===== src/rtl/sort_pkg.sv =====
// Shared types and defaults for the sort_emitter batch sorter.
package sort_pkg;

  localparam int unsigned DEF_DW    = 8;
  localparam int unsigned DEF_DEPTH = 8;

  typedef enum logic {
    ST_LOAD = 1'b0,
    ST_EMIT = 1'b1
  } state_e;

endpackage : sort_pkg


===== src/rtl/sort_slot.sv =====
// One entry of the sorting array: compares against the incoming word and
// selects between hold, insert (from din or from the previous slot) and
// shift-in from the next slot.
// Ordering: descending by default; define SORT_EMITTER_ASCEND_EN for ascending.
module sort_slot
  import sort_pkg::*;
#(
  parameter int unsigned DW = DEF_DW
) (
  input  logic          clk,
  input  logic          rst_n,
  input  logic          ins_en,
  input  logic          shift_en,
  input  logic          occupied,
  input  logic          prev_keep,
  input  logic [DW-1:0] din,
  input  logic [DW-1:0] prev_q,
  input  logic [DW-1:0] next_q,
  output logic [DW-1:0] q,
  output logic          keep_c
);

  // Stored word stays ahead of the new one on ties, which keeps insertion stable.
  always_comb begin
`ifdef SORT_EMITTER_ASCEND_EN
    keep_c = occupied && (q <= din);
`else
    keep_c = occupied && (q >= din);
`endif
  end

  // Slot register: hold, take the new word, move down for an insert, or move up on emit.
  always_ff @(posedge clk) begin
    if (!rst_n) begin
      q <= '0;
    end else if (ins_en) begin
      if (!keep_c) begin
        q <= prev_keep ? din : prev_q;
      end
    end else if (shift_en) begin
      q <= next_q;
    end
  end

endmodule : sort_slot


===== src/rtl/sort_emitter.sv =====
// Batch sorter: loads up to DEPTH words with insertion into an ordered
// register array, then emits them in order over a valid/ready port.
// Optional macro SORT_EMITTER_ASCEND_EN selects ascending order.
module sort_emitter
  import sort_pkg::*;
#(
  parameter int unsigned DW    = DEF_DW,
  parameter int unsigned DEPTH = DEF_DEPTH
) (
  input  logic          clk,
  input  logic          rst_n,
  input  logic [DW-1:0] in_data,
  input  logic          in_valid,
  output logic          in_ready,
  input  logic          in_last,
  output logic [DW-1:0] out_data,
  output logic          out_valid,
  input  logic          out_ready,
  output logic          out_last,
  output logic          busy
);

  localparam int unsigned CW = $clog2(DEPTH + 1);

  state_e         state_q, state_d;
  logic [CW-1:0]  count_q, count_d;
  logic           ins_en, shift_en;
  logic           in_fire_c, out_fire_c;

  logic [DW-1:0]    slot_q [DEPTH];
  logic [DW-1:0]    prev_q [DEPTH];
  logic [DW-1:0]    next_q [DEPTH];
  logic [DEPTH-1:0] keep;
  logic [DEPTH-1:0] prev_keep;
  logic [DEPTH-1:0] occ;

  assign in_fire_c  = in_valid && in_ready && (state_q == ST_LOAD);
  assign out_fire_c = out_valid && out_ready && (state_q == ST_EMIT);
  assign out_data   = slot_q[0];

  // Array of slots, each wired to its neighbours; the ends see zero/always-keep.
  for (genvar i = 0; i < int'(DEPTH); i++) begin : g_slot
    assign occ[i] = (CW'(i) < count_q);

    if (i == 0) begin : g_head
      assign prev_q[i]    = '0;
      assign prev_keep[i] = 1'b1;
    end else begin : g_body
      assign prev_q[i]    = slot_q[i-1];
      assign prev_keep[i] = keep[i-1];
    end

    if (i == int'(DEPTH) - 1) begin : g_tail
      assign next_q[i] = '0;
    end else begin : g_mid
      assign next_q[i] = slot_q[i+1];
    end

    sort_slot #(.DW(DW)) u_slot (
      .clk       (clk),
      .rst_n     (rst_n),
      .ins_en    (ins_en),
      .shift_en  (shift_en),
      .occupied  (occ[i]),
      .prev_keep (prev_keep[i]),
      .din       (in_data),
      .prev_q    (prev_q[i]),
      .next_q    (next_q[i]),
      .q         (slot_q[i]),
      .keep_c    (keep[i])
    );
  end

  // Next-state, count and array control.
  always_comb begin
    state_d  = state_q;
    count_d  = count_q;
    ins_en   = 1'b0;
    shift_en = 1'b0;
    case (state_q)
      ST_LOAD: begin
        if (in_fire_c) begin
          ins_en  = 1'b1;
          count_d = count_q + CW'(1);
          if (in_last || (count_q == CW'(DEPTH - 1))) begin
            state_d = ST_EMIT;
          end
        end
      end
      ST_EMIT: begin
        if (out_fire_c) begin
          shift_en = 1'b1;
          count_d  = count_q - CW'(1);
          if (count_q == CW'(1)) begin
            state_d = ST_LOAD;
          end
        end
      end
      default: state_d = ST_LOAD;
    endcase
  end

  // State, count and registered handshake/status outputs.
  always_ff @(posedge clk) begin
    if (!rst_n) begin
      state_q   <= ST_LOAD;
      count_q   <= '0;
      in_ready  <= 1'b0;
      out_valid <= 1'b0;
      out_last  <= 1'b0;
      busy      <= 1'b0;
    end else begin
      state_q   <= state_d;
      count_q   <= count_d;
      in_ready  <= (state_d == ST_LOAD);
      out_valid <= (state_d == ST_EMIT);
      out_last  <= (state_d == ST_EMIT) && (count_d == CW'(1));
      busy      <= (count_d != '0);
    end
  end

endmodule : sort_emitter


===== config.mk =====
export PLATFORM = sky130hd
export DESIGN_NAME = sort_emitter
export DESIGN_NICKNAME = d
export VERILOG_FILES = /design/src/rtl/sort_pkg.sv /design/src/rtl/sort_slot.sv /design/src/rtl/sort_emitter.sv
export SDC_FILE = /design/constraint.sdc
export NUM_CORES = 1
export LEC_CHECK = 0
export CAP_MARGIN = 20
export CORE_MARGIN = 8
export CORE_UTILIZATION = 49
export DETAILED_ROUTE_END_ITERATION = 16
export PLACE_DENSITY = 0.74
export SKIP_LAST_GASP = 1
export SLEW_MARGIN = 40
export SYNTH_ARGS = -nofsm -noshare
export SYNTH_HDL_FRONTEND = slang
export SYNTH_HIERARCHICAL = 1
export SYNTH_SLANG_ARGS = --single-unit

===== constraint.sdc =====
create_clock -name clk -period 6.6 [get_ports clk]
set_input_delay 1.32 -clock clk [delete_from_list [all_inputs] [get_ports clk]]
set_output_delay 1.32 -clock clk [all_outputs]
set_load 0.02 [all_outputs]

# --- Yosys cells after proc, flatten, opt, wreduce, memory -nomap -nowiden ---
# Index checks and enable logic that the tools add are counted.
# Widths: inputs -> output; s select.
classes:
  add_sub_neg: 2
  n_lt_le_gt_ge: 16
  eq_ne: 11
  n_mux: 43
  n_bitwise: 2
  n_reduce_logical: 24
ops:
  columns: ["operator", "n"]
  rows:
  - ["$mux 8", 31]
  - ["$ge 8x8->1", 8]
  - ["$lt 3x4->1 const A", 4]
  - ["$ne 2x2->1 const B", 8]
  - ["$reduce_and 2->1", 8]
  - ["$logic_and 1x1->1", 13]
  - ["$eq 4x1->1 const B", 2]
  - ["$lt 1x4->1 const A", 2]
  - ["$lt 2x4->1 const A", 2]
  - ["$mux 1", 8]
  - ["$mux 4", 2]
  - ["$pmux 4 s2", 1]
  - ["$add 4x1->4 const B", 1]
  - ["$eq 4x3->1 const B", 1]
  - ["$reduce_bool 4->1", 1]
  - ["$sub 4x1->4 const B", 1]
  - ["$not 1->1", 2]
  - ["$pmux 1 s2", 1]
  - ["$reduce_bool 2->1", 1]
  - ["$logic_or 1x1->1", 1]
totals:
  regBits: 72
  input_bits: 13

# --- Longest topological paths before layout ---
logic_depth:
  ltp_word: 6
  mapped_depth: 11
  ltp_nobuf: 10

# --- Hierarchy ---
# Netlist, hierarchy kept.
by_module_without_submodules:
  columns: ["module", "n_inst", "cells_per_inst", "area_per_inst_um2", "seq_area_each_um2"]
  rows:
  - ["sort_slot", 8, 85, 716.9, 160.2]
  - ["sort_emitter", 1, 55, 480.5, 160.2]

# --- Worst setup path before layout ---
# OpenSTA, ideal clock, no wires.
synth_path:
  path_type: "input port to flip-flop"
  startpoint: "input port in_data[2]"
  endpoint: "register g_slot[1].u_slot.q[6]"
  setup_ns: 0.122
  t_arrival_ns: 3.025
  required_ns: 6.478
  slack_ns: 3.452
  cell_stages: 10
  cell_sequence: "inv_1 > ha_1 > o21ai_1 > a2111oi_2 > o21a_1 > clkbuf_1 > mux2i_1 > nand2_1 > o211ai_1 > mux2i_1"
synth_via:
  elab_chain_len: 5
synth_rtl:
  columns: ["item", "line_no", "rtl"]
  rows:
  - ["start: declaration", "sort_emitter.sv:12", "input logic [DW-1:0] in_data,"]
  - ["$ge 8x8->1", "sort_slot.sv:28", "keep_c = occupied && (q >= din);"]
  - ["$logic_and 1x1->1", "sort_slot.sv:28", null]
  - ["net keep[0]", "sort_emitter.sv:33", "logic [DEPTH-1:0] keep;"]
  - ["$mux 8", "sort_slot.sv:38", "q <= prev_keep ? din : prev_q;"]
  - ["$mux 8", "sort_slot.sv:37", "if (!keep_c) begin"]
  - ["$mux 8", "sort_slot.sv:36", "end else if (ins_en) begin"]
  - ["end signal: assignment", "sort_slot.sv:38", null]
  - ["end signal: assignment", "sort_slot.sv:41", "q <= next_q;"]
  - ["end: declaration", "sort_slot.sv:19", "output logic [DW-1:0] q,"]
# The timed path passes the listed nets, and every way through them passes these cells. The select of a mux whose other input is x is not followed.
# A chain may end at the register's enable or synchronous reset.

# --- Worst setup path in the final report ---
layout_path:
  startpoint: "input port in_data[7]"
  endpoint: "register g_slot[2].u_slot.q[2]"
layout_via:
  elab_chain_len: 5
layout_rtl:
  columns: ["item", "line_no"]
  rows:
  - ["$ge 8x8->1", "sort_slot.sv:28"]
  - ["$logic_and 1x1->1", "sort_slot.sv:28"]
  - ["net keep[1]", "sort_emitter.sv:33"]
  - ["$mux 8", "sort_slot.sv:38"]
  - ["$mux 8", "sort_slot.sv:37"]
  - ["$mux 8", "sort_slot.sv:36"]
  - ["end signal: assignment", "sort_slot.sv:38"]
  - ["end signal: assignment", "sort_slot.sv:41"]
  - ["end: declaration", "sort_slot.sv:19"]
# The timed path passes the listed nets, and every way through them passes these cells. The select of a mux whose other input is x is not followed.

==> impl_metrics.toml <==
[floorplanning]
rows = 41
fp.dieH_um = 129
core_um2 = 12500
die_x_um = 129
initial_core_util = 0.496
die-area_um2 = 16500
io_pins = 25

[timing]
rsz0062_at_grt = "false"
relSlewSlack = 0.469
period_share = 0.634
skew_ns = 0.00523
max_freq_mhz = 239
finalCriticalPeriod_ns = 4.18
fin_tns_setup_ns = 0
final_hold_viol_count = 0
final_max_slew_viol_count = 0
finalSetupViolations = 0
worstMarginPinSlew_ns = 0.797

[critical_path]
regToRegSetupSlack_ns = 3.92
crit_chain = "clkdlybuf4s50_1, inv_1, ha_1, nand2_1, a2111oi_2, o21a_1, mux2i_1, nand2_1, o211ai_1, mux2i_1"
worst_path_max_delay_cell = "clkdlybuf4s50_1"
critPathBufInv = 2
cp_top_family = "buffers and inverters"
worstPathArrival_ns = 4.39
cp_max_fo = 16
critPathMaxStageDelay_ns = 0.95
startpoint_type = "input pin"
required_ns = 6.81
end_kind = "flop"
worstSetupPathType = "input pin to flop"

[placement]
placed_cells = 898
dp_hpwl_mm = 10.7
portBuffers = 24
gp_congestion = 0.872

[final_layout]
drive_gt1_frac = 0.0647
final_net_count = 817
stdcell_count = 914
num-fill-cells = 1143
area_growth_pct = 11.3
antennaDiodeCount = 0

[yosys]
synth_area_um2 = 6210
synthCells = 734
synth_warnings = 6
syn_avg_cell_area_um2 = 8.46

[clock_network]
cts_setup_buffers = 0
postCtsResizedCells = 0
holdBufCountCts = 0
cts_buffers = 9
htreeDepth = 3
cts_sinks = 72
clk_pin_slew_ns = 0.06
root_buffer = "clkbuf_16"
cts_tree = "done"
cts_buffer_depth = 2
clk_latency_ns = 0.35

[global_route]
grt_pass1_wl_mm = 25.5
antenna_found_initial = 0
grt_usage = 0.189
grt_max_degree = 137
overflow = 0
grt_pass1_vias = 5308

[routing]
wirelength_met1_mm = 6.49
dr.pass1.iters = 4
wl_met3_um = 594
routedWlPerCell_um = 16.3
drt_iter0_drc = 313
drcViolationCount = 0
top_layer_used = "met4"
routed_via_density = 5.56
drtAntennaViolNets = 0
met2_length_mm = 7.46
dr_total_vias = 5086
drt_wl_total_mm = 14.9

[power]
irDropWorstVdd_mv = 0.171
power_mw = 1.54
total_leakage_power_nw = 2.90
power_density_nw_per_um2 = 223

[hold_path]
hold_path.class = "flop to flop"

[flow_run]
max_cap_violations = 0

[outcome]
status = "completed"
## layout by cell type (no fill, tap or decap), drive strengths merged, types with 2 or more instances in the layout
cell and instances:
a2111oi 16, a21oi 18, and2 6, buf 2
bufinv 5, clkbuf 12, clkdlybuf4s50 23, conb 17
dfxtp 72, ha 67, inv 85, mux2i 128
nand2 159, nand2b 8, nor2 2, nor4 2
o211ai 64, o21a 7, o21ai 27, o31a 8
xnor2 3
## state kept, by name, summed over array words and instances (netlist names)
signal,count
in_ready,1
g_slot.u_slot/q,64
count_q,4
busy,1
out_last,1
state_q,1
## per-layer routing
metal | vias to the layer above | track usage
li1 | 2539 | -
met1 | 2416 | 0.219
met2 | 106 | 0.336
met3 | 25 | 0.0397
met4 | 0 | 0.0691
met5 | - | 0
## final cells by class
class | instances | area (µm²) | area share
flip-flops and latches | 72 | 1440 | 0.209
well taps | 172 | 215 | 0.0311
inverters | 85 | 319 | 0.0462
clock inverters | 5 | 150 | 0.0217
multi-input cells | 543 | 4260 | 0.617
repair buffers | 26 | 272 | 0.0393
clock buffers | 11 | 253 | 0.0366
## metrics by stage
| stage | instance area, µm² | hold slack [ns] | utilization | setup slack, ns |
|---|---|---|---|---|
| after floorplan | 6260 | 0.451 | - | 3.45 |
| after global routing | 6910 | 0.510 | 0.552 | 2.23 |
| after CTS | 6910 | 0.487 | 0.552 | 2.45 |
| final | 6910 | 0.492 | 0.552 | 2.42 |
| after global placement | 6500 | 0.469 | 0.519 | 2.25 |
| after detailed placement | 6500 | 0.479 | 0.520 | 2.17 |
## report_power, final
part	internal (mW)	total, mW	switching, mW
Combinational	0.163	0.366	0.204
Clock	0.467	0.667	0.200
Sequential	0.468	0.510	0.0411
## worst paths after layout
check / to / cells after the start / from
min reg2reg: g_slot[7].u_slot/q[3] / 2 / g_slot[7].u_slot/q[3]
max reg2reg: g_slot[4].u_slot/q[6] / 7 / in_ready
max: g_slot[2].u_slot/q[2] / 10 / in_data[7]
min: g_slot[7].u_slot/q[3] / 2 / g_slot[7].u_slot/q[3]
## tightest hold or removal path, cell delays in order (launching register included)
cell and delay (ns):
dfxtp_1 0.33, nand2_1 0.06, mux2i_1 0.06
Power figures use the tool's default switching activity.
